<file path="config.mk">
export PLATFORM = sky130hd
export DESIGN_NAME = bin_to_bcd_comp
export DESIGN_NICKNAME = d
export VERILOG_FILES = /design/src/rtl/bin_to_bcd_comp.sv
export SDC_FILE = /design/constraint.sdc
export NUM_CORES = 1
export LEC_CHECK = 0
export BUFFER_PORTS_ARGS = -buffer_cell sky130_fd_sc_hd__buf_4
export CORE_MARGIN = 2
export CORE_UTILIZATION = 55
export DETAILED_ROUTE_END_ITERATION = 10
export PLACE_DENSITY = 0.78
export SETUP_SLACK_MARGIN = 0.5
export SLEW_MARGIN = 20
export SYNTH_ARGS = -nofsm -noshare
export SYNTH_HDL_FRONTEND = slang
export SYNTH_SLANG_ARGS = --single-unit
</file>
<file path="constraint.sdc">
create_clock -name clk -period 3.5 [get_ports clk]
set_clock_uncertainty 0.05 [all_clocks]
set_input_delay 0.875 -clock clk [delete_from_list [all_inputs] [get_ports clk]]
set_output_delay 0.875 -clock clk [all_outputs]
set_load 0.05 [all_outputs]
</file>
<file path="src/rtl/bin_to_bcd_comp.sv">
// Avalon-MM binary-to-BCD converter feeding the hex display's value register.
// Optional feature macro: BCD_SATURATE_EN (overflow shows all nines instead of value mod 10^DIGITS).
module bin_to_bcd_comp #(
    parameter int BIN_WIDTH = 27,
    parameter int DIGITS    = 8
) (
    input  logic                  clk,
    input  logic                  reset,
    input  logic                  address,
    input  logic                  write,
    input  logic [31:0]           writedata,
    input  logic                  read,
    output logic [31:0]           readdata,
    output logic                  out_write,
    output logic [4*DIGITS-1:0]   out_writedata
);

    localparam int SW = 4 * (DIGITS + 1);
    localparam int CW = $clog2(BIN_WIDTH + 1);

    typedef enum logic [1:0] {
        IDLE  = 2'd0,
        SHIFT = 2'd1,
        DONE  = 2'd2
    } state_e;

    state_e                 state_q, state_d;
    logic [BIN_WIDTH-1:0]   bin_q, bin_d;
    logic [SW-1:0]          scratch_q, scratch_d;
    logic [CW-1:0]          cnt_q, cnt_d;
    logic [BIN_WIDTH-1:0]   pend_q, pend_d;
    logic                   pend_vld_q, pend_vld_d;
    logic                   ovf_q, ovf_d;
    logic                   out_write_q, out_write_d;
    logic [4*DIGITS-1:0]    out_wd_q, out_wd_d;

    logic                   value_wr;
    logic                   ovf_clr;
    logic                   conv_ovf;
    logic                   load;
    logic [BIN_WIDTH-1:0]   load_val;
    logic [SW-1:0]          adj;
    logic [4*DIGITS-1:0]    result;
    logic                   busy;
    logic                   unused_wd;

    assign value_wr  = write && !address;
    assign ovf_clr   = write && address && writedata[2];
    assign conv_ovf  = (scratch_q[SW-1 -: 4] != 4'd0);
    assign unused_wd = ^writedata;

    always_ff @(posedge clk) begin
        if (reset) begin
            state_q     <= IDLE;
            bin_q       <= '0;
            scratch_q   <= '0;
            cnt_q       <= '0;
            pend_q      <= '0;
            pend_vld_q  <= 1'b0;
            ovf_q       <= 1'b0;
            out_write_q <= 1'b0;
            out_wd_q    <= '0;
        end else begin
            state_q     <= state_d;
            bin_q       <= bin_d;
            scratch_q   <= scratch_d;
            cnt_q       <= cnt_d;
            pend_q      <= pend_d;
            pend_vld_q  <= pend_vld_d;
            ovf_q       <= ovf_d;
            out_write_q <= out_write_d;
            out_wd_q    <= out_wd_d;
        end
    end

    // IDLE also drains pending so a write landing in DONE is picked up one cycle later.
    always_comb begin
        state_d = state_q;
        case (state_q)
            IDLE:    if (pend_vld_q || value_wr) state_d = SHIFT;
            SHIFT:   if (cnt_q == CW'(1)) state_d = DONE;
            DONE:    state_d = pend_vld_q ? SHIFT : IDLE;
            default: state_d = IDLE;
        endcase
    end

    // Double-dabble correction: any digit >= 5 gets +3 before the shift.
    always_comb begin
        adj = scratch_q;
        for (int k = 0; k < DIGITS + 1; k++) begin
            if (scratch_q[4*k +: 4] >= 4'd5) adj[4*k +: 4] = scratch_q[4*k +: 4] + 4'd3;
        end
    end

`ifdef BCD_SATURATE_EN
    assign result = conv_ovf ? {DIGITS{4'h9}} : scratch_q[4*DIGITS-1:0];
`else
    assign result = scratch_q[4*DIGITS-1:0];
`endif

    always_comb begin
        bin_d       = bin_q;
        scratch_d   = scratch_q;
        cnt_d       = cnt_q;
        pend_d      = pend_q;
        pend_vld_d  = pend_vld_q;
        ovf_d       = ovf_q;
        out_write_d = 1'b0;
        out_wd_d    = out_wd_q;
        load        = 1'b0;
        load_val    = writedata[BIN_WIDTH-1:0];

        if (ovf_clr) ovf_d = 1'b0;

        case (state_q)
            IDLE: begin
                if (pend_vld_q) begin
                    load       = 1'b1;
                    load_val   = pend_q;
                    pend_vld_d = 1'b0;
                    if (value_wr) begin
                        pend_d     = writedata[BIN_WIDTH-1:0];
                        pend_vld_d = 1'b1;
                    end
                end else if (value_wr) begin
                    load = 1'b1;
                end
            end
            SHIFT: begin
                {scratch_d, bin_d} = {adj, bin_q} << 1;
                cnt_d = cnt_q - CW'(1);
                if (value_wr) begin
                    pend_d     = writedata[BIN_WIDTH-1:0];
                    pend_vld_d = 1'b1;
                end
            end
            DONE: begin
                out_write_d = 1'b1;
                out_wd_d    = result;
                if (conv_ovf) ovf_d = 1'b1;
                if (pend_vld_q) begin
                    load       = 1'b1;
                    load_val   = pend_q;
                    pend_vld_d = 1'b0;
                end
                if (value_wr) begin
                    pend_d     = writedata[BIN_WIDTH-1:0];
                    pend_vld_d = 1'b1;
                end
            end
            default: ;
        endcase

        if (load) begin
            bin_d     = load_val;
            scratch_d = '0;
            cnt_d     = CW'(BIN_WIDTH);
        end
    end

    always_comb begin
        busy     = (state_q != IDLE);
        readdata = 32'd0;
        if (read) begin
            if (address) readdata = {29'd0, ovf_q, pend_vld_q, busy};
            else         readdata = 32'(out_wd_q);
        end
    end

    assign out_write     = out_write_q;
    assign out_writedata = out_wd_q;

endmodule

</file>
Word-level counts from Yosys, hierarchy flattened
Cells that the tools add are included.
Storage, ports and cells
  bits in registers: 132
  output and inout bits: 65
Cells by class
  add/sub/neg operators: 10
  $lt $le $gt $ge: 9
  equal/unequal tests: 7
  multiplexer cells: 35
  reductions and logical operators: 17
Operators by type and width (count)
  27-bit 2-to-1 mux: 6
  32-bit 2-to-1 mux: 2
  27-bit one-hot mux with 2 select lines: 1
  4-bit by 3-bit greater-or-equal comparator with 1-bit output, second input constant: 9
  4-bit by 2-bit adder with 4-bit output, second input constant: 8
  4-bit 2-to-1 mux: 8
  1-bit 2-to-1 mux: 10
  5-bit 2-to-1 mux: 2
  2-bit != test, second input constant: 4
  2-bit one-hot mux with 3 select lines: 1
  2-bit AND reduction: 3
  2-bit nonzero test: 3
  2-bit OR reduction: 3
  5-bit by 1-bit equality test with 1-bit output, second input constant: 1
  5-bit by 1-bit subtractor with 5-bit output, second input constant: 1
  2-bit 2-to-1 mux: 2
  4-bit nonzero test: 1
  3-bit by 2-bit adder with 3-bit output, second input constant: 1
  1-bit logical AND: 3
  3-bit 2-to-1 mux: 1
  1-bit one-hot mux with 3 select lines: 1
  3-bit nonzero test: 1
  2-bit by 1-bit equality test with 1-bit output, second input constant: 1
  2-bit equality test, second input constant: 1
  4 further kinds: 4

Longest topological paths before layout
Gate-level depths: netlist of the first run.
  word-level depth: 6
  depth in mapped cells: 9
  gate-level depth less buffers: 6

Worst setup path after synthesis of the first run
No wires, ideal clock.
  path kind: input to output
  start point: in address
  end point: out readdata[21]
  arrival time: 2032 ps
  setup slack: 543 ps
  cell stages on the path: 5
  path buffers: 3
  path through: buf_2 -> nor2b_1 -> clkbuf_1 -> clkbuf_1 -> and2_1
Between the ends
  word-level cells in the longest chain between the ends: 2
RTL lines
  from (decl): RTL line 9  | input logic address,
  32-bit 2-to-1 mux: RTL line 165  | if (address) readdata = {29'd0, ovf_q, pend_vld_q, busy};
  32-bit 2-to-1 mux: RTL line 164  | if (read) begin
  to (decl): RTL line 13  | output logic [31:0] readdata,
No other way between the ends.

Final worst setup path of the first run
  start point: in address
  end point: out readdata[14]
The elaborated chain is that of the path after synthesis.

==> flow_summary.json, run 1 <==
{
  "outcome": "finished, final reports clean",
  "cts_tree": "done",
  "num_rows": 39,
  "slew_headroom_pct": 32.2,
  "synth_cells": 756,
  "post_cts_buffers": 0,
  "crit_required_ns": 2.57,
  "wl_per_cell_um": 14.9,
  "critPathCaptureType": "output port",
  "r2r_setup_slack_ns": 0.75,
  "synth_seq_cells": 132,
  "routabilityCongestion": 0.778,
  "synth_edf_count": 0,
  "cts_buffer_depth": 2,
  "min_from": "pend_q[8]",
  "netlist_top_cells_area": "dfxtp_1 (40%), mux2i_1 (9.4%), a211oi_1 (6.7%)",
  "crit_fanout": 24,
  "yosysWarnings": 0,
  "final-max-slew-violation-count": 0,
  "min_path_cells": 2,
  "ir_worst_vdd_mv": 0.310,
  "power.leakage_nw": 3.02,
  "wirelength_um": 14600,
  "clk_pin_slew_ns": 0.05,
  "cts_resized": 0,
  "hp-class": "flip-flop to flip-flop",
  "drt-vias-per-instance": 5.78,
  "ys.flop_type": "dfxtp_1",
  "cts-root-buf": "clkbuf_16",
  "worst_pin_slew_ns": 1.02,
  "post-route-min-period_ns": 2.85,
  "grt_overflow": 0,
  "grt_max_degree": 96,
  "cap_violations": 0,
  "core_um2": 11600,
  "antenna_found_initial": 0,
  "powerDensity_nw_per_um2": 599,
  "synthToLayoutAreaGrowth_pct": 18.2,
  "fin_crit_sh_pct": 81.5,
  "cts_sinks": 132,
  "hold_end": "pend_q[8]",
  "drive_gt1_share_pct": 17.6,
  "syn-num-nets": 819,
  "rsz0062_at_grt": "no",
  "hold_slack_ns": 0.404,
  "async_flop_share_pct": 0,
  "dieArea_um2": 12900,
  "crit_path_start_kind": "input pin",
  "worstRegToRegCells": 6,
  "die_h_um": 113,
  "cts_made_buffers": 17,
  "ios": 102,
  "tns_ns": 0,
  "grt_pass1_wl_um": 24200,
  "timing.rr.start": "state_q[0]",
  "seq_area_frac_synth_pct": 40.1,
  "synth_area_leader_cell": "dfxtp_1",
  "clock_latency_ns": 0.41,
  "antenna_cells": 0,
  "drt-pass1-iter-count": 6,
  "clock_tree.htree_level_count": 4,
  "die_w_um": 113,
  "drcViolationCount": 0,
  "synth_commonest_cells": "dfxtp_1 (132), nand2_1 (77), a21oi_1 (68)",
  "synth.avg_cell_area_um2": 8.71,
  "synthDistinctLibCells": 42,
  "cp.arrival_ns": 1.93,
  "hold_violations": 0,
  "initial_utilization_pct": 56.9,
  "ctsHoldBuffers": 0,
  "num_vias": 5657,
  "fill_cells": 925,
  "path_class": "input pin to output port",
  "max_freq_ghz": 0.350,
  "synth_most_common_cell": "dfxtp_1",
  "syn_area_um2": 6580,
  "r2r-end": "scratch_q[30]",
  "drtAntennaViolNets": 0,
  "synth_top_cell_area_share_pct": 40.1,
  "drt_iter0_drc": 274,
  "port_buffers": 96,
  "nets": 888,
  "setup_viol": 0,
  "grt_usage_pct": 23.1,
  "grt_pass1_vias": 5328,
  "hpwl_um": 9260
}
critical path: stages:
cell,delay [ns]
buf_4,0.15
nor2b_2,0.25
buf_4,0.29
and2_1,0.17
buf_4,0.19
per-stage QoR:
| step | worst slack [ns] | util (%) | total power, W | std cells | area, um^2 |
|---|---|---|---|---|---|
| floorplan | 0.543 | - | 0.00278 | 756 | 6580 |
| detailed placement | 0.620 | 62.5 | 0.00299 | 949 | 7230 |
| global placement | 0.704 | 62.5 | 0.00291 | 949 | 7230 |
| global route | 0.511 | 67.3 | 0.00492 | 978 | 7780 |
| CTS | 0.620 | 67.3 | 0.00467 | 978 | 7780 |
| finish | 0.646 | 67.3 | 0.00466 | 978 | 7780 |
worst max-delay path by stage:
stage / start / end / cells past startpoint
global route: state_q[0] / scratch_q[18] / 6
CTS: address / readdata[30] / 5
floorplan: address / readdata[21] / 5
detailed placement: address / readdata[30] / 5
global placement: address / readdata[28] / 5
finish: address / readdata[14] / 5
routing by layer:
layer  GRT usage [%]  part of all wire (%)
met4            10.3                   1.9
met3            5.58                   4.8
met1            27.6                    44
met2            39.6                    49
met5               0                     0
cells by family (layout without fill, tap and decap cells):
family / Yosys count / in the layout / share of synthesized area [%]
buffers and inverters: 79 / 158 / 6.39
flip-flops: 132 / 132 / 40.1
multiplexers: 63 / 63 / 9.60
AO/OA/AOI/OAI: 207 / 207 / 20.6
AND/OR/NAND/NOR: 245 / 245 / 17.8
XOR/XNOR: 4 / 4 / 0.532
adder cells (fa/ha/maj): 26 / 26 / 4.94
flip-flops by register name, summed over array words and instances, names as in the netlist, 2 cells and up:
name / flops
scratch_q: 36
out_writedata: 32
bin_q: 27
pend_q: 27
cnt_q: 5
state_q: 2
final cells by class:
| cell class | instances | area [um^2] | share of cell area, % |
|---|---|---|---|
| Clock buffer | 23 | 468 | 6.01 |
| Clock inverter | 6 | 80.1 | 1.03 |
| Inverter | 26 | 97.6 | 1.25 |
| Multi-Input combinational cell | 545 | 3540 | 45.5 |
| Sequential cell | 132 | 2640 | 34.0 |
| Tap cell | 143 | 179 | 2.30 |
| Timing Repair Buffer | 103 | 773 | 9.94 |
cell usage in the layout, fill, tap and decap left out, drive strengths merged, types with 2 or more instances in the layout:
cell / Yosys / layout
xnor2: 3 / 3
and2: 31 / 31
inv: 26 / 26
clkbuf: 24 / 23
a21oi: 68 / 68
nand2b: 11 / 11
a22oi: 9 / 9
clkinv: 0 / 4
mux2i: 62 / 62
nand3: 12 / 12
nor2: 66 / 66
a211oi: 69 / 69
ha: 26 / 26
nor3b: 8 / 8
a31oi: 12 / 12
nor3: 4 / 4
bufinv: 0 / 2
nor2b: 30 / 30
dfxtp: 132 / 132
buf: 29 / 103
o21ai: 37 / 37
a2111oi: 8 / 8
nand2: 78 / 78
where the power goes:
part | internal [W] | total, W | switching (W)
registers | 0.00166 | 0.00178 | 0.000126
logic | 0.000440 | 0.00120 | 0.000758
clock network | 0.00107 | 0.00168 | 0.000608
total | 0.00316 | 0.00466 | 0.00149
(Power assumes the default switching activity.)
==> run 2: changes to the inputs <==
- CORE_UTILIZATION: 55 -> 52
- PLACE_DENSITY: 0.78 -> 0.77
- clock period: 3.5 -> 2.55 ns (I/O delays scaled with it)
==> flow_summary.json, run 2 (synthesis gave the netlist of run 1 again) <==
{
  "hp-class": "flip-flop to flip-flop",
  "hold_violations": 0,
  "drcViolationCount": 0,
  "cts_tree": "done",
  "core_um2": 12500,
  "outcome": "finished, final reports clean",
  "nets": 907,
  "worst_pin_slew_ns": 0.589,
  "antenna_cells": 0,
  "tns_ns": 0,
  "slew_headroom_pct": 60.7,
  "wirelength_um": 15200,
  "drive_gt1_share_pct": 24.0,
  "powerDensity_nw_per_um2": 791,
  "initial_utilization_pct": 52.8,
  "placed_area_um2": 7380,
  "cap_violations": 0,
  "drtAntennaViolNets": 0,
  "dieArea_um2": 13600,
  "clk_pin_slew_ns": 0.05,
  "routabilityCongestion": 0.800,
  "setup_viol": 0,
  "comb_power_share_pct": 27.8,
  "p_clk_share_pct": 35.5,
  "grt_max_degree": 85,
  "cts_buffer_depth": 2,
  "cp.arrival_ns": 1.46,
  "ios": 102,
  "fin_crit_sh_pct": 84.2,
  "clock_latency_ns": 0.42,
  "layout_commonest_cell": "dfxtp_1",
  "dp.cells": 982,
  "die_w_um": 117,
  "grt_overflow": 0,
  "final_cell_area_um2": 8440,
  "power.internal_w": 0.00457,
  "cts_made_buffers": 17,
  "startpoint": "address",
  "min_from": "pend_q[7]",
  "crit_path_start_kind": "input pin",
  "grt_usage_pct": 23.1,
  "drt-vias-per-instance": 5.52,
  "power.share.switching_pct": 31.6,
  "die_h_um": 117,
  "max_freq_ghz": 0.466,
  "crit_required_ns": 1.86,
  "synthToLayoutAreaGrowth_pct": 28.2,
  "slowest_stage": "nor2b_4",
  "power.leakage_nw": 3.26,
  "port_buffers": 96,
  "power_frac_seq_pct": 36.7,
  "hold_slack_ns": 0.402,
  "post-route-min-period_ns": 2.15,
  "drt_iter0_drc": 327,
  "slowest_delay_ns": 0.16,
  "path_class": "input pin to output port",
  "clock_tree.htree_level_count": 4,
  "largest_reg_flops": 36,
  "drt-pass1-iter-count": 5,
  "num_rows": 41,
  "cts-root-buf": "clkbuf_16",
  "fin_cells": 1026,
  "p_sw_w": 0.00211,
  "path_cells": "buf_12, nor2b_4, buf_6, buf_16, and2_4, buf_8",
  "ctsHoldBuffers": 0,
  "final-max-slew-violation-count": 0,
  "antenna_found_initial": 0,
  "cts_sinks": 132,
  "wl_per_cell_um": 14.8,
  "grt_pass1_wl_um": 24900,
  "mostFrequentLayoutCells": "dfxtp_1 (129), buf_4 (80), nand2_1 (76), a21oi_1 (68), nor2_1 (66)",
  "fill_cells": 962,
  "num_vias": 5661,
  "top_register": "scratch_q",
  "timing.rr.start": "state_q[0]",
  "hpwl_um": 9380,
  "crit_fanout": 14,
  "grt_pass1_vias": 5415,
  "critPathCaptureType": "output port",
  "ir_worst_vdd_mv": 0.428,
  "rsz0062_at_grt": "yes"
}
## run 2: cell types whose count changed in the layout (fill, tap and decap cells not counted), sizes merged
cell	previous run	this run
buf	103	122
bufinv	2	3
clkinv	4	3
## run 2: power by group through the flow
stage          registers, W  logic (W)  clock network [W]
2_1_floorplan       0.00244    0.00137                  0
3_3_place_gp        0.00247    0.00156                  0
3_5_place_dp        0.00249    0.00166                  0
4_1_cts             0.00245    0.00178            0.00240
5_1_grt             0.00248    0.00206            0.00250
6_report            0.00245    0.00186            0.00237
## run 2: routing by layer
metal	global-route usage [%]	routed length (um)	up-vias
met5	0	0	-
met4	8.65	217	0
met3	5.03	669	17
met2	41.6	7830	144
met1	26.8	6440	2651
li1	-	-	2849
## run 2: final cells by class
| type | instances | area, um^2 | share of cell area [%] |
|---|---|---|---|
| multi-input cells | 545 | 3650 | 43.2 |
| flip-flops and latches | 132 | 2650 | 31.4 |
| repair buffers | 122 | 1260 | 14.9 |
| clock buffers | 23 | 458 | 5.43 |
| well taps | 172 | 215 | 2.55 |
| clock inverters | 6 | 105 | 1.25 |
| inverters | 26 | 103 | 1.22 |
## run 2: worst max-delay path, delay by kind of cell
kind                   cells  cell delay, ns
buffers and inverters      4            0.51
and+or+nand+nor            2            0.32
## run 2: worst paths after layout
path	endpoint	slack, ns	cells after the start
setup reg to reg	cnt_q[4]	0.65	7
setup / recovery	readdata[23]	0.40	6
hold reg to reg	pend_q[7]	0.40	2
hold / removal	pend_q[7]	0.40	2
## run 2: through the flow
step | setup slack (ns) | util (%) | total power [W]
final | 0.403 | 67.7 | 0.00668
after global routing | 0.376 | 67.7 | 0.00703
after CTS | 0.426 | 67.4 | 0.00662
after detailed placement | 0.0983 | 59.2 | 0.00415
after global placement | 0.230 | 59.2 | 0.00404
after floorplan | 0.429 | - | 0.00382
## run 2: what timing repair did
action | CTS | global route
setup endpoints to repair | 66 | 32
cloned | 2 | 0
setup buffers | 10 | 3
pin swaps | 11 | 3
gates resized for setup | 101 | 3
